===== config.mk =====
export PLATFORM = sky130hd
export DESIGN_NAME = run_scan_ctrl_flat
export DESIGN_NICKNAME = d
export VERILOG_FILES = /design/src/rtl/run_scan_ctrl_pkg.sv /design/src/rtl/run_scan_ctrl_if.sv /design/src/rtl/run_scan_ctrl_detector.sv /design/src/rtl/run_scan_ctrl.sv /design/src/flat_wrapper.sv
export SDC_FILE = /design/constraint.sdc
export NUM_CORES = 1
export LEC_CHECK = 0
export CAP_MARGIN = 20
export CORE_MARGIN = 4
export CORE_UTILIZATION = 42
export DETAILED_ROUTE_END_ITERATION = 7
export PLACE_DENSITY = 0.65
export SLEW_MARGIN = 20
export SYNTH_ARGS = -nofsm -noshare
export SYNTH_HDL_FRONTEND = slang
export SYNTH_SLANG_ARGS = --single-unit
export TNS_END_PERCENT = 20

===== constraint.sdc =====
create_clock -name clk -period 3.8 [get_ports clk]
set_input_delay 0.38 -clock clk [delete_from_list [all_inputs] [get_ports clk]]
set_output_delay 0.38 -clock clk [all_outputs]
set_load 0.005 [all_outputs]

===== src/rtl/run_scan_ctrl_pkg.sv =====
// Shared encodings for the run-scan sequencer and its run-length detector.
package run_scan_ctrl_pkg;

  localparam logic [1:0] ST_IDLE  = 2'd0;
  localparam logic [1:0] ST_SHIFT = 2'd1;
  localparam logic [1:0] ST_DRAIN = 2'd2;
  localparam logic [1:0] ST_DONE  = 2'd3;

  // S1..S4 count consecutive ones, S5..S8 consecutive zeros; S4/S8 are "run seen".
  localparam logic [3:0] D_S0 = 4'd0;
  localparam logic [3:0] D_S1 = 4'd1;
  localparam logic [3:0] D_S2 = 4'd2;
  localparam logic [3:0] D_S3 = 4'd3;
  localparam logic [3:0] D_S4 = 4'd4;
  localparam logic [3:0] D_S5 = 4'd5;
  localparam logic [3:0] D_S6 = 4'd6;
  localparam logic [3:0] D_S7 = 4'd7;
  localparam logic [3:0] D_S8 = 4'd8;

endpackage


===== src/rtl/run_scan_ctrl_if.sv =====
// Word-in / result-out valid-ready bundle of the run-scan sequencer.
interface run_scan_ctrl_if #(
  parameter int W = 8
);
  localparam int CW = $clog2(W + 1);
  localparam int IW = $clog2(W);

  logic          in_valid;
  logic          in_ready;
  logic [W-1:0]  in_word;
  logic          res_valid;
  logic          res_ready;
  logic [CW-1:0] res_count;
  logic          res_hit;
  logic [IW-1:0] res_first;

  modport master (
    output in_valid, in_word, res_ready,
    input  in_ready, res_valid, res_count, res_hit, res_first
  );

  modport slave (
    input  in_valid, in_word, res_ready,
    output in_ready, res_valid, res_count, res_hit, res_first
  );
endinterface


===== src/rtl/run_scan_ctrl_detector.sv =====
// 9-state Moore detector flagging every bit that completes or extends a run of 4 equal bits.
module run_detector
  import run_scan_ctrl_pkg::*;
(
  input  logic clk,
  input  logic reset,
  input  logic in,
  output logic out
);

  logic [3:0] state;
  logic [3:0] state_nxt;

  // NOTE: every combinational output gets a default first so no path infers a latch.
  always_comb begin
    state_nxt = D_S0;
    case (state)
      D_S0:    state_nxt = in ? D_S1 : D_S5;
      D_S1:    state_nxt = in ? D_S2 : D_S5;
      D_S2:    state_nxt = in ? D_S3 : D_S5;
      D_S3:    state_nxt = in ? D_S4 : D_S5;
      D_S4:    state_nxt = in ? D_S4 : D_S5;
      D_S5:    state_nxt = in ? D_S1 : D_S6;
      D_S6:    state_nxt = in ? D_S1 : D_S7;
      D_S7:    state_nxt = in ? D_S1 : D_S8;
      D_S8:    state_nxt = in ? D_S1 : D_S8;
      default: state_nxt = D_S0;
    endcase
  end

  // NOTE: sequential state uses non-blocking assignments so all registers update together.
  always_ff @(posedge clk) begin
    if (reset) begin
      state <= D_S0;
      out   <= 1'b0;
    end else begin
      state <= state_nxt;
      out   <= (state_nxt == D_S4) || (state_nxt == D_S8);
    end
  end

endmodule


===== src/rtl/run_scan_ctrl.sv =====
// Serialises a W-bit word into run_detector and returns {count, hit, first index} of run flags.
module run_scan_ctrl
  import run_scan_ctrl_pkg::*;
#(
  parameter int W   = 8,
  parameter int RUN = 4
) (
  input  logic          clk,
  input  logic          reset,
  run_scan_ctrl_if.slave bus
);

  localparam int CW = $clog2(W + 1);
  localparam int IW = $clog2(W);
  localparam logic [IW-1:0] LAST_IDX = IW'(W - 1);
  localparam logic [CW-1:0] MAX_CNT  = CW'(W);

  logic [1:0]    state;
  logic [1:0]    state_nxt;
  logic [W-1:0]  word;
  logic [IW-1:0] bit_idx;
  logic [CW-1:0] count;
  logic [IW-1:0] first;
  logic          hit;

  logic          accept;
  logic          det_in;
  logic          det_out;
  logic          sample;
  logic [IW-1:0] flag_idx;

  assign accept   = (state == ST_IDLE) && bus.in_valid;
  assign det_in   = (state == ST_SHIFT) ? word[bit_idx] : 1'b0;
  // det_out lags det_in by one cycle, so a flag seen now belongs to the previous bit.
  assign sample   = ((state == ST_SHIFT) && (bit_idx != '0)) || (state == ST_DRAIN);
  assign flag_idx = (state == ST_DRAIN) ? LAST_IDX : bit_idx - IW'(1);

  always_comb begin
    state_nxt = state;
    case (state)
      ST_IDLE:  if (bus.in_valid) state_nxt = ST_SHIFT;
      ST_SHIFT: if (bit_idx == LAST_IDX) state_nxt = ST_DRAIN;
      ST_DRAIN: state_nxt = ST_DONE;
      ST_DONE:  if (bus.res_ready) state_nxt = ST_IDLE;
      default:  state_nxt = ST_IDLE;
    endcase
  end

  always_ff @(posedge clk) begin
    if (reset) begin
      state   <= ST_IDLE;
      // NOTE: the word register is reset too; it is one W-bit register, not a memory array.
      word    <= '0;
      bit_idx <= '0;
      count   <= '0;
      first   <= '0;
      hit     <= 1'b0;
    end else begin
      state <= state_nxt;
      if (accept) begin
        word    <= bus.in_word;
        bit_idx <= '0;
        count   <= '0;
        first   <= '0;
        hit     <= 1'b0;
      end else begin
        if (state == ST_SHIFT) begin
          bit_idx <= (bit_idx == LAST_IDX) ? '0 : bit_idx + IW'(1);
        end
        if (sample && det_out) begin
          if (count != MAX_CNT) count <= count + CW'(1);
          if (!hit) begin
            hit   <= 1'b1;
            first <= flag_idx;
          end
        end
      end
    end
  end

  // Only the 4-bit-run detector exists; other RUN values elaborate without one.
  if (RUN == 4) begin : g_det
    run_detector u_det (
      .clk   (clk),
      .reset (reset | accept),
      .in    (det_in),
      .out   (det_out)
    );
  end else begin : g_no_det
    assign det_out = 1'b0;
  end

  assign bus.in_ready  = (state == ST_IDLE);
  assign bus.res_valid = (state == ST_DONE);
  assign bus.res_count = count;
  assign bus.res_hit   = hit;
  assign bus.res_first = first;

endmodule

===== src/flat_wrapper.sv =====
// flat-port wrapper written by rule: the top's interface ports become plain ports
module run_scan_ctrl_flat import run_scan_ctrl_pkg::*;
#(
  parameter int W   = 8,
  parameter int RUN = 4
)
  (clk, reset, bus_in_valid, bus_in_word, bus_res_ready, bus_in_ready, bus_res_valid, bus_res_count, bus_res_hit, bus_res_first);
  run_scan_ctrl_if #(.W(W)) bus_i ();
  input  logic clk;
  input  logic reset;
  input wire logic [$bits(bus_i.in_valid)-1:0] bus_in_valid;
  input wire logic [$bits(bus_i.in_word)-1:0] bus_in_word;
  input wire logic [$bits(bus_i.res_ready)-1:0] bus_res_ready;
  output wire logic [$bits(bus_i.in_ready)-1:0] bus_in_ready;
  output wire logic [$bits(bus_i.res_valid)-1:0] bus_res_valid;
  output wire logic [$bits(bus_i.res_count)-1:0] bus_res_count;
  output wire logic [$bits(bus_i.res_hit)-1:0] bus_res_hit;
  output wire logic [$bits(bus_i.res_first)-1:0] bus_res_first;
  assign bus_i.in_valid = bus_in_valid;
  assign bus_i.in_word = bus_in_word;
  assign bus_i.res_ready = bus_res_ready;
  assign bus_in_ready = bus_i.in_ready;
  assign bus_res_valid = bus_i.res_valid;
  assign bus_res_count = bus_i.res_count;
  assign bus_res_hit = bus_i.res_hit;
  assign bus_res_first = bus_i.res_first;
  run_scan_ctrl #(.W(W), .RUN(RUN)) u_core (.clk(clk), .reset(reset), .bus(bus_i));
endmodule

=== After elaboration in Yosys (flattened, before gate mapping) ===
Index checks and enable logic that the tools add are counted.

* Bits in registers: 26
* Input port bits: 12
* Output and inout port bits: 10
* Word-level logic and storage cells: 63

* Add/subtract/negate cells: 3
* Order comparisons: 1
* Eq/ne operators: 18
* Multiplexer cells: 17
* Bitwise operators: 2
* Reductions and logical operators: 14

{| class="wikitable"
|+ Operators with widths
! kind !! count
|-
| one-hot mux 4 bit (7 select lines) || 1
|-
| two-way mux 3 bit || 7
|-
| == test 4 x 3 -> 1 bit (second input constant) || 5
|-
| == test 4 x 2 -> 1 bit (second input constant) || 2
|-
| == test 4 bit (second input constant) || 2
|-
| one-hot mux 2 bit (4 select lines) || 1
|-
| two-way mux 2 bit || 3
|-
| OR reduction 2 bit || 3
|-
| adder 4 x 1 -> 4 bit (second input constant) || 1
|-
| == test 2 bit (second input constant) || 2
|-
| == test 4 x 1 -> 1 bit (second input constant) || 1
|-
| zero test 4 bit || 1
|-
| < comparator 3 x 4 -> 1 bit (second input constant) || 1
|-
| two-way mux 4 bit || 1
|-
| inequality test 2 bit (second input constant) || 2
|-
| inequality test 4 bit (second input constant) || 1
|-
| AND reduction 2 bit || 2
|-
| adder 3 x 1 -> 3 bit (second input constant) || 1
|-
| binary-select mux 1 bit (select 3 bit) || 1
|-
| == test 3 bit (second input constant) || 1
|-
| logical AND 1 bit || 3
|-
| two-way mux 1 bit || 3
|-
| AND reduction 3 bit || 1
|-
| nonzero test 3 bit || 1
|-
| other kinds (7) || 8
|}

=== Longest topological paths before layout ===
Gate-level depths: netlist (run 1).

* Word-level depth: 7
* Depth in mapped cells: 8
* Gate-level depth less buffers: 7

=== Cells and area by module ===
Synthesis (run 1) repeated with hierarchy kept, for this count alone.

* Cells, all modules: 150
* Area total of the unflattened synthesis: 1352.5 um2

{| class="wikitable"
|+ By module, submodules not included
! module !! instances !! cells an instance !! area an instance (um2) !! seq. area each (um2)
|-
| run_scan_ctrl || 1 || 126 || 1109.8 || 420.4
|-
| run_detector || 1 || 24 || 242.7 || 100.1
|}

=== Worst setup path before layout (run 1) ===
No wires, ideal clock.

* Path type: flip-flop to flip-flop
* Start point: reg u_core.bit_idx[0]
* End point: reg u_core.first[0], in the netlist u_core.bus.res_first[0]
* Library setup time: 0.091 ns
* Arrival time: 1.628 ns
* Data required time: 3.709 ns
* Slack: 2.081 ns
* Cell stages (with the launch flop): 8
* Path buffers: 0
* Clock period less this slack: 1.719 ns
* Cell sequence: dfxtp_1 inv_1 ha_1 nand2b_1 a21oi_1 nor3b_1 nor2_1 a311oi_1

* Word-level cells in the longest chain between the ends: 5
* Elaborated cells between the ends (all ways): 7
* Those cells by class: 1 x add/sub; 1 x mux; 5 x reduce/logical

{| class="wikitable"
|+ RTL lines
! element !! RTL line !! source
|-
| from (decl) || run_scan_ctrl.sv:21 || <nowiki>logic [IW-1:0] bit_idx;</nowiki>
|-
| from (signal assigned) || run_scan_ctrl.sv:68 || <nowiki>bit_idx <= (bit_idx == LAST_IDX) ? '0 : bit_idx + IW'(1);</nowiki>
|-
| branches (longest 5 deep; another with subtractor 3 x 1 -> 3 bit) || - ||
|-
| to (signal assigned) || run_scan_ctrl.sv:74 || <nowiki>first <= flag_idx;</nowiki>
|-
| to (decl) || run_scan_ctrl.sv:23 || <nowiki>logic [IW-1:0] first;</nowiki>
|}

Parallel ways; which one is timed is not known.
A chain may end at the register's enable or synchronous reset.

=== Worst setup path in the final report (run 1) ===
* Start point: reg u_core.state[0]
* End point: reg u_core.g_det.u_det.out

* Word-level cells in the longest chain between the ends: 6
* Elaborated cells between the ends (all ways): 16
* Those cells by class: 3 x eq/ne; 9 x mux; 1 x bitwise; 3 x reduce/logical

{| class="wikitable"
|+ RTL lines
! element !! RTL line !! source
|-
| from (decl) || run_scan_ctrl.sv:18 || <nowiki>logic [1:0] state;</nowiki>
|-
| from (signal assigned) || run_scan_ctrl.sv:59 || <nowiki>state <= state_nxt;</nowiki>
|-
| == test 2 x 1 -> 1 bit || run_scan_ctrl.sv:33 || <nowiki>assign det_in = (state == ST_SHIFT) ? word[bit_idx] : 1'b0;</nowiki>
|-
| two-way mux 1 bit || run_scan_ctrl.sv:33 ||
|-
| two-way mux 4 bit (tied with other cells) || run_scan_ctrl_detector.sv:25, run_scan_ctrl_detector.sv:26 ||
|-
| one-hot mux 4 bit (7 select lines) || run_scan_ctrl_detector.sv:17 || <nowiki>case (state)</nowiki>
|-
| == test 4 x 3 -> 1 bit or == test 4 bit (tied branches) || run_scan_ctrl_detector.sv:38 || <nowiki>out <= (state_nxt == D_S4) || (state_nxt == D_S8);</nowiki>
|-
| logical OR 1 bit || run_scan_ctrl_detector.sv:38 ||
|-
| to (signal assigned) || run_scan_ctrl_detector.sv:38 ||
|-
| to (decl) || run_scan_ctrl_detector.sv:8 || <nowiki>output logic out</nowiki>
|}

Parallel ways exist; a longest one is shown, timed or not.

==> metrics.md, run 1 <==
| Metric | Value |
|---|---|
| Result of the run | `finished clean` |
| Worst-case clock skew | `0.00168 ns` |
| Synth area leader | `dfxtp_1` |
| Row cnt | `20` |
| DRC viols | `0` |
| Area of the mapped netlist | `0.00137 mm²` |
| R2R Setup Slk | `1.68 ns` |
| Endpoint kind of the worst setup timing path | `flip-flop` |
| Longest Clk Path Bufs | `2` |
| Num Clock Sinks | `26` |
| Final wirelength | `2.52 mm` |
| CTS root buf | `clkbuf_4` |
| Final Net Count | `200` |
| Async set or reset register ratio after synthesis | `0%` |
| Fraction of power consumed by the clock network | `14.9%` |
| Period minus WS final | `2.12 ns` |
| Number of levels in the clock H-tree | `1` |
| Area contributors post-synth | `dfxtp_1 38%, ha_1 9.1%, mux2i_1 7.3%` |
| Clock transition at the register clock pins on the worst setup and hold paths after CTS | `0.13 ns` |
| Number of setup buffers added after CTS | `0` |
| Power Dens Cells | `473 mW/mm²` |
| Count of hold-fix buffers inserted at cts | `0` |
| Post-synth cell types | `34` |
| Number of antenna violations at the first check in global routing | `0` |
| Routability congestion estimate from global placement | `0.739` |
| Vias in the first global route | `1091` |
| Die H | `65.1 µm` |
| Unrepaired setup endpoints after global routing | `no` |
| Mean post-synth cell area | `8.40 µm²` |
| Iter 0 DRT Violations | `26` |
| Path class of the lowest-slack min-delay path | `reg -> reg` |
| Ant. Diodes | `0` |
| Required time of the worst setup path | `4.02 ns` |
| Die outline area | `0.00424 mm²` |
| Number of enable-type register cells in the synthesized netlist | `0` |
| Detail Route Antenna Nets | `0` |
| Number of optimization iterations in the first detailed-route pass | `4` |
| Total net switching power | `285 µW` |
| Overflow left after global routing | `0` |
| I/O pin count | `22` |
| IO Port Bufs | `21` |
| Share of the synthesized area in the top cell type | `38.0%` |
| Transition time at the pin with the least slew margin | `0.673 ns` |
| Highest-count cells in the layout ignoring fill and taps | `26 x dfxtp_1, 22 x nor2_1, 21 x clkdlybuf4s50_1` |
| Area grow syn2layout | `17.3%` |
| Die Width | `65.1 µm` |
| Setup TNS | `0 ns` |
| Initial standard-cell utilization of the core | `44.5%` |
| Insertion delay of the later-clocked pin in the worst-skew pair | `0.32 ns` |
| Post-synthesis instance total | `163` |
| WP data arrival | `2.34 ns` |
| Slowest cell on crit path | `nand2b_1` |
| Yosys warning count | `0` |
| Final worst path period share | `55.8%` |
| Detail-routed net length per standard cell | `11.5 µm` |
| Core Area | `0.00308 mm²` |
| Maximum single-stage delay on the critical path | `0.57 ns` |
| Startpoint Class | `flip-flop` |
| Final setup vio count | `0` |
| Total number of vias | `1079` |
| Cell Chain, Critical Path | `inv_1 > ha_1 > nand2_1 > nand2b_1 > nor2_1 > mux2i_1 > nand3_1` |
| Maximum ir drop on the vdd rail | `0.000326 V` |
| Reg power frac | `46.1%` |
| Internal power of the cells | `475 µW` |
| Post-layout power | `759 µW` |
| Switching fraction of total power | `37.5%` |
| Footprint of the multi-input gates | `756 µm²` |
| Number of CTS-inserted buffers | `3` |
| Final count of hold timing violations | `0` |
| Vias/cell | `4.90` |
| Final slew viol count | `0` |
| Register cell area after layout | `520 µm²` |
| Mapped Nets | `185` |
| Logic pwr share | `38.9%` |
| Dominant synthesized flop cell | `dfxtp_1` |
| Number of instances resized during post-cts repair | `0` |
| Pin count of the biggest net entering global routing | `20` |
| Type of the worst setup path | `reg -> reg` |
| Normalized max-slew margin | `55.2%` |
| Most common library cell in the layout ignoring fill and taps | `dfxtp_1` |
| Leakage | `0.000592 µW` |
| Wire length of the first global-routing pass | `4.55 mm` |
| Fraction of final layout cells with drive strength greater than 1 | `2.84%` |
| Total of fill cells in the finished design | `291` |
| Worst Path Max Fanout | `19` |
| DP Wirelength | `1.96 mm` |
| Total of max-cap violations | `0` |
| Fmax | `471 MHz` |
| Sequential fraction of the synthesis area | `38.0%` |
| Flip-flop and latch count after synthesis | `26` |
| TritonCTS clock tree | `built` |
| Global-route total usage across every layer | `13.4%` |
## cell families after synthesis
kind of cell             share of synthesized area (%)
buffers and inverters                             6.76
AND/OR/NAND/NOR                                   22.5
AO/OA/AOI/OAI                                     12.4
adder cells (fa/ha/maj)                           9.14
multiplexers                                      7.31
flip-flops                                        38.0
XOR/XNOR                                          3.84
## metrics by stage
step	setup slack [ns]	hold WS (ns)	utilization, %	instances	cell area [µm²]
floorplan	2.08	0.436	-	163	1370
global placement	1.55	0.447	51.4	217	1580
detailed placement	1.47	0.447	51.4	217	1580
CTS	1.65	0.465	52.2	220	1610
global route	1.39	0.485	52.2	220	1610
finish	1.68	0.468	52.2	220	1610
## sequential cells by signal, summed over array words and instances, names as in the netlist
name / count
u_core.bit_idx: 3
u_core.bus.res_count: 4
u_core.bus.res_first: 3
u_core.bus.res_hit: 1
u_core.g_det.u_det.out: 1
u_core.g_det.u_det.state: 4
u_core.state: 2
u_core.word: 8
## worst paths after layout
check / cells after the start / to / startpoint
worst max-delay path: 7 / u_core.g_det.u_det.out / u_core.state[0]
worst min-delay path: 2 / u_core.word[7] / u_core.word[7]
worst max register to register: 7 / u_core.g_det.u_det.out / u_core.state[0]
worst min register to register: 2 / u_core.word[7] / u_core.word[7]
## worst max-delay path: cells and delay by family (launching register included)
kind	cells	cell delay, ns
buffers and inverters	1	0.10
flip-flops	1	0.35
AND/OR/NAND/NOR	4	1.03
multiplexers	1	0.15
adder cells (fa/ha/maj)	1	0.39
## cells in the mapped netlist (3+ instances only)
| master | number |
|---|---|
| nand2_1 | 15 |
| nand3_1 | 9 |
| xnor2_1 | 5 |
| clkbuf_1 | 6 |
| a311oi_1 | 3 |
| dfxtp_1 | 26 |
| inv_1 | 11 |
| a21oi_1 | 14 |
| ha_1 | 10 |
| nor2_1 | 22 |
| mux2i_1 | 10 |
## power groups by stage
stage	registers, µW	clock network (µW)	logic [µW]
3_5_place_dp	357	0	300
4_1_cts	350	119	302
6_report	350	113	296
3_3_place_gp	355	0	290
5_1_grt	357	125	344
2_1_floorplan	336	0	242
## final cells by class
class / count / area share [%]
multi-input combinational: 115 / 47.1
sequential: 26 / 32.4
timing repair buffer: 21 / 13.1
tap: 44 / 3.43
inverter: 11 / 2.57
clock buffer: 3 / 1.40
## per-layer routing
metal / vias to the layer above / part of all wire, % / track usage [%]
li1: 582 / - / -
met1: 470 / 48 / 16.5
met2: 22 / 46 / 23.5
met3: 5 / 4.4 / 2.74
met4: 0 / 1.4 / 3.89
met5: - / 0 / 0
No activity file was read; power rests on OpenSTA's default activity.
==> run 2: changes to the inputs <==
--- a/config.mk
+++ b/config.mk
@@ -9,7 +9,7 @@
 export CORE_MARGIN = 4
 export CORE_UTILIZATION = 42
 export DETAILED_ROUTE_END_ITERATION = 7
-export PLACE_DENSITY = 0.65
+export PLACE_DENSITY = 0.68
 export SLEW_MARGIN = 20
 export SYNTH_ARGS = -nofsm -noshare
 export SYNTH_HDL_FRONTEND = slang
==> constraint.sdc (replaced) <==
create_clock -name clk -period 1.9 [get_ports clk]
set_input_delay 0.19 -clock clk [delete_from_list [all_inputs] [get_ports clk]]
set_output_delay 0.19 -clock clk [all_outputs]
set_load 0.005 [all_outputs]
==> metrics.md, run 2 (synthesized netlist as in run 1, its figures left out) <==
| Metric | Value |
|---|---|
| Result of the run | `finished clean` |
| Final wirelength | `2.78 mm` |
| DRC viols | `0` |
| Clock transition at the register clock pins on the worst setup and hold paths after CTS | `0.14 ns` |
| Total of max-cap violations | `0` |
| Final worst path period share | `96.3%` |
| Ant. Diodes | `0` |
| Endpoint, Worst Hold | `u_core.word[3]` |
| Row cnt | `20` |
| Number of levels in the clock H-tree | `1` |
| R2R Setup Slk | `0.10 ns` |
| Iter 0 DRT Violations | `37` |
| Final Net Count | `207` |
| Most common library cell in the layout ignoring fill and taps | `dfxtp_1` |
| Vias in the first global route | `1087` |
| Endpoint kind of the worst setup timing path | `primary output` |
| Register cell area after layout | `522 µm²` |
| Startpoint Class | `flip-flop` |
| Reg power frac | `41.8%` |
| Global-route total usage across every layer | `14.1%` |
| Unrepaired setup endpoints after global routing | `yes` |
| Die H | `65.1 µm` |
| Worst reg2reg path depth | `5` |
| Vias/cell | `5.09` |
| Normalized max-slew margin | `69.4%` |
| Cell family contributing the most delay on the critical path | `buffers and inverters` |
| Flip-flop count of the largest register after layout | `8` |
| Setup TNS | `0 ns` |
| Post-place instance area | `0.00164 mm²` |
| TritonCTS clock tree | `built` |
| Detail Route Antenna Nets | `0` |
| Leakage | `0.000634 µW` |
| Launch point of the worst reg-to-reg path | `u_core.bit_idx[2]` |
| Count of hold-fix buffers inserted at cts | `0` |
| Number of optimization iterations in the first detailed-route pass | `4` |
| Switching fraction of total power | `37.2%` |
| Detail-routed net length per standard cell | `12.2 µm` |
| Fraction of power consumed by the clock network | `16.8%` |
| Core Area | `0.00308 mm²` |
| Number of CTS-inserted buffers | `3` |
| Die outline area | `0.00424 mm²` |
| Initial standard-cell utilization of the core | `44.5%` |
| Longest Clk Path Bufs | `2` |
| IO Port Bufs | `21` |
| Type of the worst setup path | `reg -> out` |
| Die Width | `65.1 µm` |
| Pin count of the biggest net entering global routing | `15` |
| Share of the core filled with cells in the final layout | `54.7%` |
| Post-layout instance area | `0.00168 mm²` |
| Maximum ir drop on the vdd rail | `0.000636 V` |
| Highest-count cells in the layout ignoring fill and taps | `25 x dfxtp_1, 22 x nor2_1, 21 x clkdlybuf4s50_1` |
| Final slew viol count | `0` |
| DP Cell Count | `224` |
| Post-route setup slack | `0.0700 ns` |
| Final count of hold timing violations | `0` |
| Total of fill cells in the finished design | `281` |
| Number of antenna violations at the first check in global routing | `0` |
| Worst-case clock skew | `0.00567 ns` |
| Number of cells on the worst hold path | `3` |
| Area grow syn2layout | `23.0%` |
| DP Wirelength | `2.08 mm` |
| Insertion delay of the later-clocked pin in the worst-skew pair | `0.32 ns` |
| Fmax | `546 MHz` |
| Maximum single-stage delay on the critical path | `0.51 ns` |
| Final setup vio count | `0` |
| CP Depth | `4` |
| Num Clock Sinks | `26` |
| Wire length of the first global-routing pass | `4.75 mm` |
| I/O pin count | `22` |
| Overflow left after global routing | `0` |
| Path class of the lowest-slack min-delay path | `in -> reg` |
| CTS root buf | `clkbuf_4` |
| Worst Path Max Fanout | `11` |
| Footprint of the multi-input gates | `763 µm²` |
| Logic pwr share | `41.4%` |
| Total number of vias | `1160` |
| Period minus WS final | `1.83 ns` |
| Power Dens Cells | `1000 mW/mm²` |
| Final std cells w/o fill | `228` |
| WP data arrival | `1.64 ns` |
| Required time of the worst setup path | `1.71 ns` |
| Transition time at the pin with the least slew margin | `0.458 ns` |
| Hold path startpoint | `bus_in_word[3]` |
| Total buffers and inverters traversed by the critical path | `3` |
| Routability congestion estimate from global placement | `0.859` |
| Worst Setup Slack post-DPL | `0.0937 ns` |
| Cell Chain, Critical Path | `inv_1 > ha_2 > buf_6 > clkdlybuf4s50_1` |
| Fraction of final layout cells with drive strength greater than 1 | `8.70%` |
| Slowest cell on crit path | `clkdlybuf4s50_1` |
| Total net switching power | `628 µW` |
| Internal power of the cells | `1060 µW` |
| Register containing the most flip-flops in the final layout | `u_core.word` |
| R2R Path End | `u_core.g_det.u_det.state[0]` |
-- run 2: cell types whose count changed in the layout (fill, tap and decap cells not counted) --
cell / delta
nor3b_2: +1
nor3b_1: -1
buf_4: +6
dfxtp_2: +1
dfxtp_1: -1
ha_1: -1
clkbuf_8: +1
buf_6: +1
ha_2: +1
-- run 2: per-stage QoR --
step | hold WS [ns] | total power [µW]
3_5_place_dp | 0.449 | 1390
3_3_place_gp | 0.443 | 1340
4_1_cts | 0.408 | 1670
5_1_grt | 0.396 | 1810
2_1_floorplan | 0.337 | 1160
6_report | 0.413 | 1690
-- run 2: power by group through the flow --
stage	Clock, µW	Sequential, µW	Combinational, µW
final	284	705	699
after global routing	315	716	777
after CTS	291	702	681
after detailed placement	0	715	674
after global placement	0	707	637
after floorplan	0	672	484
-- run 2: cell type report --
cell class	count	area share [%]
Multi-Input combinational cell	115	45.3
Sequential cell	26	31.0
Timing Repair Buffer	28	15.8
Tap cell	44	3.27
Inverter	11	2.45
Clock buffer	4	2.15
-- run 2: repair_timing --
item / in CTS / in global routing
resized for setup: 0 / 4
endpoints found under the setup margin: 0 / 7
buffers inserted: 0 / 0
-- run 2: worst max path at each step --
stage | startpoint | to | slack (ns)
2_1_floorplan | u_core.bit_idx[0] | u_core.bus.res_first[0] | 0.18
3_3_place_gp | u_core.bit_idx[2] | u_core.g_det.u_det.state[0] | 0.13
6_report | u_core.state[0] | bus_in_ready | 0.07
5_1_grt | u_core.bit_idx[2] | u_core.g_det.u_det.state[0] | -0.03
3_5_place_dp | u_core.bit_idx[2] | u_core.g_det.u_det.state[0] | 0.09
4_1_cts | u_core.state[0] | bus_in_ready | 0.03
-- run 2: worst min-delay path, cell delays in order --
cell	delay [ns]
clkdlybuf4s50_1	0.40
nand3_1	0.06
a21oi_1	0.05
-- run 2: layer usage --
layer / routed length [µm] / vias up / GRT usage (%) / share of wire, %
met2: 1300 / 29 / 24.8 / 47
met5: 0 / - / 0 / 0
li1: - / 594 / - / -
met3: 133 / 4 / 3.25 / 4.8
met4: 44 / 0 / 4.66 / 1.6
met1: 1310 / 533 / 17.0 / 47
==> run 3: changes to the inputs <==
--- a/config.mk
+++ b/config.mk
@@ -5,7 +5,7 @@
 export SDC_FILE = /design/constraint.sdc
 export NUM_CORES = 1
 export LEC_CHECK = 0
-export CAP_MARGIN = 20
+export CAP_MARGIN = 5
 export CORE_MARGIN = 4
 export CORE_UTILIZATION = 42
 export DETAILED_ROUTE_END_ITERATION = 7
==> results of run 3 <==
Same layout as run 2: the final DEF is identical, and so are final timing and power.
